### config.mk
export PLATFORM = sky130hd
export DESIGN_NAME = mii_rx_deframer
export DESIGN_NICKNAME = d
export VERILOG_FILES = /design/src/rtl/mii_rx_deframer.sv
export SDC_FILE = /design/constraint.sdc
export NUM_CORES = 1
export LEC_CHECK = 0
export CORE_MARGIN = 2
export CORE_UTILIZATION = 27
export DETAILED_ROUTE_END_ITERATION = 8
export PLACE_DENSITY = 0.57
export SLEW_MARGIN = 20
export SYNTH_ARGS = -nofsm -noshare
export SYNTH_HDL_FRONTEND = slang
export SYNTH_SLANG_ARGS = --single-unit
### constraint.sdc
create_clock -name clk -period 3.9 [get_ports clk]
set_input_delay 0.39 -clock clk [delete_from_list [all_inputs] [get_ports clk]]
set_output_delay 0.39 -clock clk [all_outputs]
set_load 0.01 [all_outputs]
### src/rtl/mii_rx_deframer.sv
// ============================================================================
// Module      : mii_rx_deframer
// Description : 64-bit MII receive deframer. Strips start/preamble/SFD and
//               emits payload words with keep, last, error and byte length.
// Revision    : 1.0 - initial release
// ============================================================================
`default_nettype none

module mii_rx_deframer #(
    parameter int DATA_WIDTH = 64,
    parameter int CTRL_WIDTH = 8,
    parameter int MAX_LEN    = 1518
) (
    input  logic                  clk,
    input  logic                  i_rst,
    input  logic [DATA_WIDTH-1:0] i_rx_data,
    input  logic [CTRL_WIDTH-1:0] i_rx_ctrl,
    output logic [DATA_WIDTH-1:0] o_data,
    output logic [CTRL_WIDTH-1:0] o_keep,
    output logic                  o_valid,
    output logic                  o_last,
    output logic                  o_err,
    output logic [15:0]           o_len
);

    localparam logic [7:0]  c_idle     = 8'h07;
    localparam logic [7:0]  c_start    = 8'hFB;
    localparam logic [7:0]  c_term     = 8'hFD;
    localparam logic [55:0] c_preamble = 56'hD5_5555_5555_5555;

    typedef enum logic [1:0] {
        ST_IDLE = 2'd0,
        ST_DATA = 2'd1,
        ST_DROP = 2'd2
    } state_t;

    state_t r_state, w_state_nx;

    logic [DATA_WIDTH-1:0] r_hold_data, w_hold_data_nx;
    logic [CTRL_WIDTH-1:0] r_hold_keep, w_hold_keep_nx;
    logic                  r_hold_valid, w_hold_valid_nx;
    logic                  r_hold_last, w_hold_last_nx;
    logic [15:0]           r_cnt, w_cnt_nx;

    logic [DATA_WIDTH-1:0] r_data, w_data_nx;
    logic [CTRL_WIDTH-1:0] r_keep, w_keep_nx;
    logic                  r_valid, w_valid_nx;
    logic                  r_last, w_last_nx;
    logic                  r_err, w_err_nx;
    logic [15:0]           r_len, w_len_nx;

    // Word classification
    logic                  w_is_start, w_start_ok;
    logic                  w_found, w_has_t, w_all_idle, w_tail_ok, w_term_ok;
    logic [2:0]            w_term_lane;
    logic [7:0]            w_term_char;
    logic [DATA_WIDTH-1:0] w_part_data;
    logic [CTRL_WIDTH-1:0] w_part_keep;
    logic [15:0]           w_sum8, w_sumt;

    always_comb begin
        w_is_start  = i_rx_ctrl[0] && (i_rx_data[7:0] == c_start);
        w_start_ok  = w_is_start && (i_rx_ctrl[CTRL_WIDTH-1:1] == '0) &&
                      (i_rx_data[DATA_WIDTH-1:8] == c_preamble);
        w_found     = 1'b0;
        w_has_t     = 1'b0;
        w_all_idle  = 1'b1;
        w_term_lane = 3'd0;
        w_term_char = 8'h00;
        for (int i = 0; i < CTRL_WIDTH; i++) begin
            if (!i_rx_ctrl[i] || (i_rx_data[8*i +: 8] != c_idle))
                w_all_idle = 1'b0;
            if (i_rx_ctrl[i] && (i_rx_data[8*i +: 8] == c_term))
                w_has_t = 1'b1;
            if (!w_found && i_rx_ctrl[i]) begin
                w_found     = 1'b1;
                w_term_lane = 3'(i);
                w_term_char = i_rx_data[8*i +: 8];
            end
        end
        // Lanes past T must be idles; lanes before T are payload
        w_tail_ok   = 1'b1;
        w_part_data = '0;
        for (int i = 0; i < CTRL_WIDTH; i++) begin
            if ((3'(i) > w_term_lane) && !(i_rx_ctrl[i] && (i_rx_data[8*i +: 8] == c_idle)))
                w_tail_ok = 1'b0;
            if (3'(i) < w_term_lane)
                w_part_data[8*i +: 8] = i_rx_data[8*i +: 8];
        end
        w_term_ok   = w_found && (w_term_char == c_term) && w_tail_ok;
        w_part_keep = 8'((9'd1 << w_term_lane) - 9'd1);
        w_sum8      = r_cnt + 16'd8;
        w_sumt      = r_cnt + 16'(w_term_lane);
    end

    always_comb begin
        w_state_nx      = r_state;
        w_hold_data_nx  = r_hold_data;
        w_hold_keep_nx  = r_hold_keep;
        w_hold_valid_nx = r_hold_valid;
        w_hold_last_nx  = r_hold_last;
        w_cnt_nx        = r_cnt;
        w_data_nx       = '0;
        w_keep_nx       = '0;
        w_valid_nx      = 1'b0;
        w_last_nx       = 1'b0;
        w_err_nx        = 1'b0;
        w_len_nx        = 16'd0;
        case (r_state)
            ST_IDLE: begin
                if (r_hold_last) begin
                    w_valid_nx      = 1'b1;
                    w_data_nx       = r_hold_data;
                    w_keep_nx       = r_hold_keep;
                    w_last_nx       = 1'b1;
                    w_len_nx        = r_cnt;
                    w_hold_valid_nx = 1'b0;
                    w_hold_last_nx  = 1'b0;
                end
                if (w_start_ok) begin
                    w_state_nx = ST_DATA;
                    w_cnt_nx   = 16'd0;
                end else if (w_is_start) begin
                    w_state_nx = ST_DROP;
                end
            end
            ST_DATA: begin
                if ((i_rx_ctrl == '0) && (w_sum8 <= 16'(MAX_LEN))) begin
                    if (r_hold_valid) begin
                        w_valid_nx = 1'b1;
                        w_data_nx  = r_hold_data;
                        w_keep_nx  = '1;
                    end
                    w_hold_data_nx  = i_rx_data;
                    w_hold_keep_nx  = '1;
                    w_hold_valid_nx = 1'b1;
                    w_cnt_nx        = w_sum8;
                end else if (w_term_ok && (w_sumt <= 16'(MAX_LEN))) begin
                    w_state_nx = ST_IDLE;
                    if (r_hold_valid) begin
                        w_valid_nx = 1'b1;
                        w_data_nx  = r_hold_data;
                        w_keep_nx  = r_hold_keep;
                        w_last_nx  = (w_term_lane == 3'd0);
                        w_len_nx   = (w_term_lane == 3'd0) ? r_cnt : 16'd0;
                    end
                    w_hold_valid_nx = (w_term_lane != 3'd0);
                    w_hold_last_nx  = (w_term_lane != 3'd0);
                    w_hold_data_nx  = w_part_data;
                    w_hold_keep_nx  = w_part_keep;
                    w_cnt_nx        = w_sumt;
                end else begin
                    // Errors close the frame with whatever was held, possibly nothing
                    w_state_nx      = ST_DROP;
                    w_valid_nx      = 1'b1;
                    w_data_nx       = r_hold_valid ? r_hold_data : '0;
                    w_keep_nx       = r_hold_valid ? r_hold_keep : '0;
                    w_last_nx       = 1'b1;
                    w_err_nx        = 1'b1;
                    w_len_nx        = r_cnt;
                    w_hold_valid_nx = 1'b0;
                    w_hold_last_nx  = 1'b0;
                end
            end
            ST_DROP: begin
                if (w_has_t || w_all_idle)
                    w_state_nx = ST_IDLE;
            end
            default: w_state_nx = ST_IDLE;
        endcase
    end

    always_ff @(posedge clk or negedge i_rst) begin
        if (!i_rst) begin
            r_state      <= ST_IDLE;
            r_hold_data  <= '0;
            r_hold_keep  <= '0;
            r_hold_valid <= 1'b0;
            r_hold_last  <= 1'b0;
            r_cnt        <= 16'd0;
            r_data       <= '0;
            r_keep       <= '0;
            r_valid      <= 1'b0;
            r_last       <= 1'b0;
            r_err        <= 1'b0;
            r_len        <= 16'd0;
        end else begin
            r_state      <= w_state_nx;
            r_hold_data  <= w_hold_data_nx;
            r_hold_keep  <= w_hold_keep_nx;
            r_hold_valid <= w_hold_valid_nx;
            r_hold_last  <= w_hold_last_nx;
            r_cnt        <= w_cnt_nx;
            r_data       <= w_data_nx;
            r_keep       <= w_keep_nx;
            r_valid      <= w_valid_nx;
            r_last       <= w_last_nx;
            r_err        <= w_err_nx;
            r_len        <= w_len_nx;
        end
    end

    assign o_data  = r_data;
    assign o_keep  = r_keep;
    assign o_valid = r_valid;
    assign o_last  = r_last;
    assign o_err   = r_err;
    assign o_len   = r_len;

endmodule

`default_nettype wire

# Yosys cells after proc, flatten, opt, wreduce, memory -nomap -nowiden

Cells that the tools add are included.

Register bits: 183
Output and inout bits: 91
Word-level logic and storage cells: 252

$add $sub $neg: 3
$lt $le $gt $ge: 18
Equal/unequal tests: 35
Shifts and indexed selects: 1
Muxes and demuxes: 101
Reductions and logical operators: 82

Operators with widths:

| cell                                                             | number |
|---|---|
| two-way mux 64 bit                                               | 4 |
| two-way mux 8 bit                                                | 22 |
| two-way mux 16 bit                                               | 8 |
| case mux 64 bit (2 select lines)                                 | 1 |
| equality test 8 bit, second input constant                       | 10 |
| equality test 8 x 3 -> 1 bit, second input constant              | 8 |
| != test 8 x 3 -> 1 bit, second input constant                    | 8 |
| case mux 16 bit (2 select lines)                                 | 2 |
| equality test 56 bit, second input constant                      | 1 |
| two-way mux 1 bit                                                | 47 |
| logical AND 1 bit                                                | 38 |
| less-or-equal comparator 16 x 11 -> 1 bit, second input constant | 2 |
| zero test 1 bit                                                  | 23 |
| two-way mux 3 bit                                                | 6 |
| adder 16 x 3 -> 16 bit                                           | 1 |
| adder 16 x 4 -> 16 bit, second input constant                    | 1 |
| case mux 8 bit (2 select lines)                                  | 1 |
| > comparator 3 bit, first input constant                         | 4 |
| less-than comparator 3 bit, first input constant                 | 4 |
| two-way mux 2 bit                                                | 5 |
| logical OR 1 bit                                                 | 9 |
| zero test 8 bit                                                  | 1 |
| != test 2 bit, second input constant                             | 4 |
| case mux 1 bit (2 select lines)                                  | 4 |
| other kinds (17)                                                 | 26 |

# Depth between registers and ports, before layout

Depth after elaboration: 37
Gate-level depth with buffers: 19

# Least setup slack after synthesis

No wires, ideal clock.

Kind: input to register
From: in i_rx_ctrl[1]
To: reg r_hold_keep[2]
Data arrival time: 3.974 ns
Required time: 3.773 ns
Slack: -0.202 ns
Stages: 17
Path through: buf_2 > nor4_4 > nand3_1 > o21ai_0 > ha_1 > inv_1 > fa_1 > xor2_1 > a2111oi_0 > o21ai_0 > a2111oi_0 > o21ai_0 > and3_1 > clkbuf_1 > a21oi_4 > buf_4 > mux2_1

Word-level cells in the longest chain between the ends: 34
Elaborated cells between the ends (all ways): 74
Those cells by class: add/sub: 2; order compare: 9; eq/ne: 1; shift: 1; mux: 31; reduce/logical: 30

RTL lines:

| what                                                                       | line | text |
|---|---|---|
| from (decl)                                                                | 17   | `input logic [CTRL_WIDTH-1:0] i_rx_ctrl,` |
| parallel branches: the longest is 34 deep, another holds logical AND 1 bit | -    |  |
| to (signal assigned)                                                       | 190  | `r_hold_keep <= w_hold_keep_nx;` |
| to (decl)                                                                  | 40   | `logic [CTRL_WIDTH-1:0] r_hold_keep, w_hold_keep_nx;` |

Several ways; the timed one is not identified. The select of a mux whose other input is x is not followed.
A chain may end at the register's enable or synchronous reset.

# Worst setup path after layout

From: in i_rx_ctrl[3]
To: reg r_hold_keep[2]

Word-level cells in the longest chain between the ends: 28
Elaborated cells between the ends (all ways): 64
Those cells by class: add/sub: 2; order compare: 9; eq/ne: 1; shift: 1; mux: 25; reduce/logical: 26

RTL lines:

| what |
|---|
| parallel branches: the longest is 28 deep, another holds logical AND 1 bit |

Several ways; the timed one is not identified. The select of a mux whose other input is x is not followed.

==> results.yml <==
floorplan:
  placementRows: 63
  initial_utilization_pct: 27.6
  dieHeight_um: 179
  die_area_mm2: 0.0319
  num_io_pins: 165
  die_x_um: 179
  coreArea_mm2: 0.0299
clock_network:
  cts-root-buf: "clkbuf_16"
  numCtsBuffers: 17
  clkTransAtPathRegs_ps: 70
  htree_levels: 4
  cts.sinks: 183
  clk_path_buf_depth: 2
  cts_hold_buf: 0
  clk-insertion-delay-late_ps: 430
  cts_tree: "done"
sta:
  fin_crit_sh_pct: 94.8
  worst_clock_skew_ps: 12.0
  finalSetupViolCount: 0
  slew_headroom_pct: 43.4
  max_freq_mhz: 271
  final.setup.worst_slack_ps: 204
  tns_ps: 0
  worst_slew_pin_slew_ps: 849
  finalMaxSlewViolations: 0
  hold_ws_ps: 20.0
  finalCriticalPeriod_ps: 3700
  hold_viol: 0
setup_path:
  rr_endpoint: "r_hold_keep[2]$_DFFE_PN0P_"
  max_stage_delay_ps: 450
  r2r_cells: 14
  path_max_fanout: 4
  critPathKind: "input port to register"
  path_cells: "clkdlybuf4s15_1, nor4_4, nand3_2, o21ai_2, ha_2, inv_2, fa_2, xor2_4, a2111oi_4, o21ai_2, a2111oi_2, o21ai_1, buf_4, and3_4, a21oi_4, buf_6, buf_4, mux2_4"
  slowest_stage: "fa_2"
  critPathRequiredTime_ps: 4220
  rr_startpoint: "r_cnt[0]$_DFFE_PN0P_"
  end_kind: "register"
  cp-start-kind: "input port"
  reg2reg_slack_ps: 490
  worstPathArrival_ps: 4010
yosys:
  synthArstFlopShare_pct: 100
  synth_top_family_by_area: "simple AND/OR/NAND/NOR gates"
  yosysUniqueCellTypes: 77
  postSynthCellCount: 764
  syn_area_per_cell_um2: 10.8
  synth_top_cells_by_area: "dfrtp_1 (56%), and2_1 (6.8%), a22o_1 (5.1%)"
  synthSimpleGateAreaFrac_pct: 21.7
  synth_top_area_cell: "dfrtp_1"
  synthMuxAreaShare_pct: 0.379
  synth_fa_ha_area_share_pct: 0.850
  synth_area_mm2: 0.00824
  synth_edf_count: 0
  synth_warnings: 0
  seq_area_frac_synth_pct: 55.6
  synth_top_area_share_pct: 55.6
  synth-xor-area-share_pct: 0.956
  syn-num-nets: 843
  ys.flop_type: "dfrtp_1"
  synth-seq-cells: 183
  synth_compound_area_share_pct: 17.4
layout:
  mostFrequentLayoutCells: "dfrtp_1 (183), clkdlybuf4s50_1 (155), and2_1 (88)"
  drive_gt1_share_pct: 17.2
  mostFrequentLayoutCell: "dfrtp_1"
  utilization_pct: 39.3
  syn_to_final_growth_pct: 42.5
  design_area_mm2: 0.0118
  fin_cells: 1393
  fin_nets: 1068
drt:
  num_vias: 6871
  routed_wirelength_um: 26300
  drtPass1Iterations: 5
  ant_nets: 0
  drt_iter0_markers: 539
  detail_route.wl_per_cell_um: 18.9
  drc: 0
  vias_per_cell: 4.93
pwr:
  power.leakage_nw: 5.18
  p_total_mw: 3.92
  powerDensity_mw_per_mm2: 334
  peakVddDrop_uv: 244
hold_path:
  hold_path_class: "input port to asynchronous set/reset pin"
place:
  dpl_cell_area_mm2: 0.0108
  dp_cells: 1343
  dp_slack_ps: -645
  dp_hpwl_um: 19600
  io_buffers: 164
  gp_congestion: 0.928
global_route:
  grt_pass1_wl_um: 40800
  track_usage_pct: 16.9
  grt_max_degree: 88
  gr-total-overflow: 0
  antenna_found_initial: 1
  grt_pass1_vias: 6837
job:
  max-cap-violations: 0
status:
  status: "completed"
==> power breakdown <==
part	total [mW]	leakage, nW	switching (mW)	internal (mW)
sequential	1.90	2.53	0.00443	1.90
combinational	0.311	2.36	0.171	0.140
clock	1.71	0.286	0.825	0.884
==> how the worst max path moves through the flow <==
stage / from / end / slack (ps) / depth (start not counted)
detailed placement: i_rx_ctrl[5] / r_hold_data[11]$_DFFE_PN0P_ / -650 / 16
global placement: i_rx_ctrl[4] / r_hold_data[33]$_DFFE_PN0P_ / -620 / 19
floorplan: i_rx_ctrl[2] / r_cnt[8]$_DFFE_PN0P_ / 3 / 18
CTS: i_rx_ctrl[5] / r_hold_keep[2]$_DFFE_PN0P_ / 3 / 20
finish: i_rx_ctrl[3] / r_hold_keep[2]$_DFFE_PN0P_ / 200 / 18
global route: i_rx_ctrl[3] / r_cnt[8]$_DFFE_PN0P_ / -6 / 19
==> synth_stat cells (3+ instances only) <==
| library cell | n |
|---|---|
| a22oi_1 | 3 |
| and2_1 | 89 |
| a22o_1 | 48 |
| dfrtp_1 | 183 |
| clkbuf_1 | 18 |
| nand2_1 | 66 |
| o22ai_1 | 5 |
| or3_1 | 3 |
| and3_1 | 12 |
| o211ai_1 | 4 |
| nor2b_1 | 5 |
| a31oi_1 | 4 |
| o31ai_1 | 3 |
| a41oi_1 | 3 |
| nand2b_1 | 12 |
| inv_1 | 17 |
| nand4_1 | 17 |
| and4_1 | 6 |
| o21ai_4 | 3 |
| a311oi_1 | 3 |
| buf_2 | 18 |
| ha_1 | 4 |
| a21o_1 | 5 |
| nor3_1 | 21 |
| xnor2_1 | 5 |
| nand3b_1 | 4 |
| nor4_1 | 7 |
| o21a_1 | 9 |
| a21oi_1 | 22 |
| nor2_1 | 32 |
| xor2_1 | 4 |
| nand3_1 | 27 |
| a2111oi_0 | 3 |
| o21ai_0 | 40 |
==> worst max-delay path: cells and delay by family <==
kind	cells	cell delay, ps
buffers and inverters	5	690
muxes	1	280
and+or+nand+nor	3	660
AOI/OAI and AO/OA	6	1120
adders and majority gates	2	650
xor gates and xnor gates	1	220
==> state kept, by name (all words and copies together) (netlist names) <==
name and cells:
r_cnt 16, r_hold_last 1, o_last 1, r_state 2, o_data 64, o_err 1
o_keep 8, o_len 16, o_valid 1, r_hold_data 64, r_hold_valid 1, r_hold_keep 8
==> cell type report <==
cell class / count / area, um2
Tap cell: 390 / 488
Antenna cell: 1 / 2.50
Multi-Input combinational cell: 523 / 3640
Fill cell: 2900 / 18100
Clock buffer: 19 / 453
Clock inverter: 13 / 133
Inverter: 17 / 63.8
Timing Repair Buffer: 247 / 2390
Sequential cell: 183 / 4580
==> layer usage <==
layer,wire length [um],vias to the layer above,global-route usage [%],part of all wire [%]
li1,-,3217,-,-
met1,11700,3428,22.3,44
met2,12700,194,27.4,48
met3,1240,32,3.58,4.7
met4,682,0,6.03,2.6
met5,0,-,0,0
==> repair_timing <==
action	4_1_cts	5_1_grt
resized for setup	30	25
setup endpoints to repair	102	102
buffers inserted	8	6
cloned	2	1
pin swaps	12	13
hold endpoints to repair	0	0
==> cells by family (layout without fill, tap and decap cells) <==
kind of cell    after synthesis  count (layout)
simple gates                320             320
compound gates              186             186
flops                       183             183
buf+inv                      58             296
xor+xnor                      9               9
fa+ha+maj                     5               5
mux                           3               3
other cells                   0               1
Power figures use the tool's default switching activity.
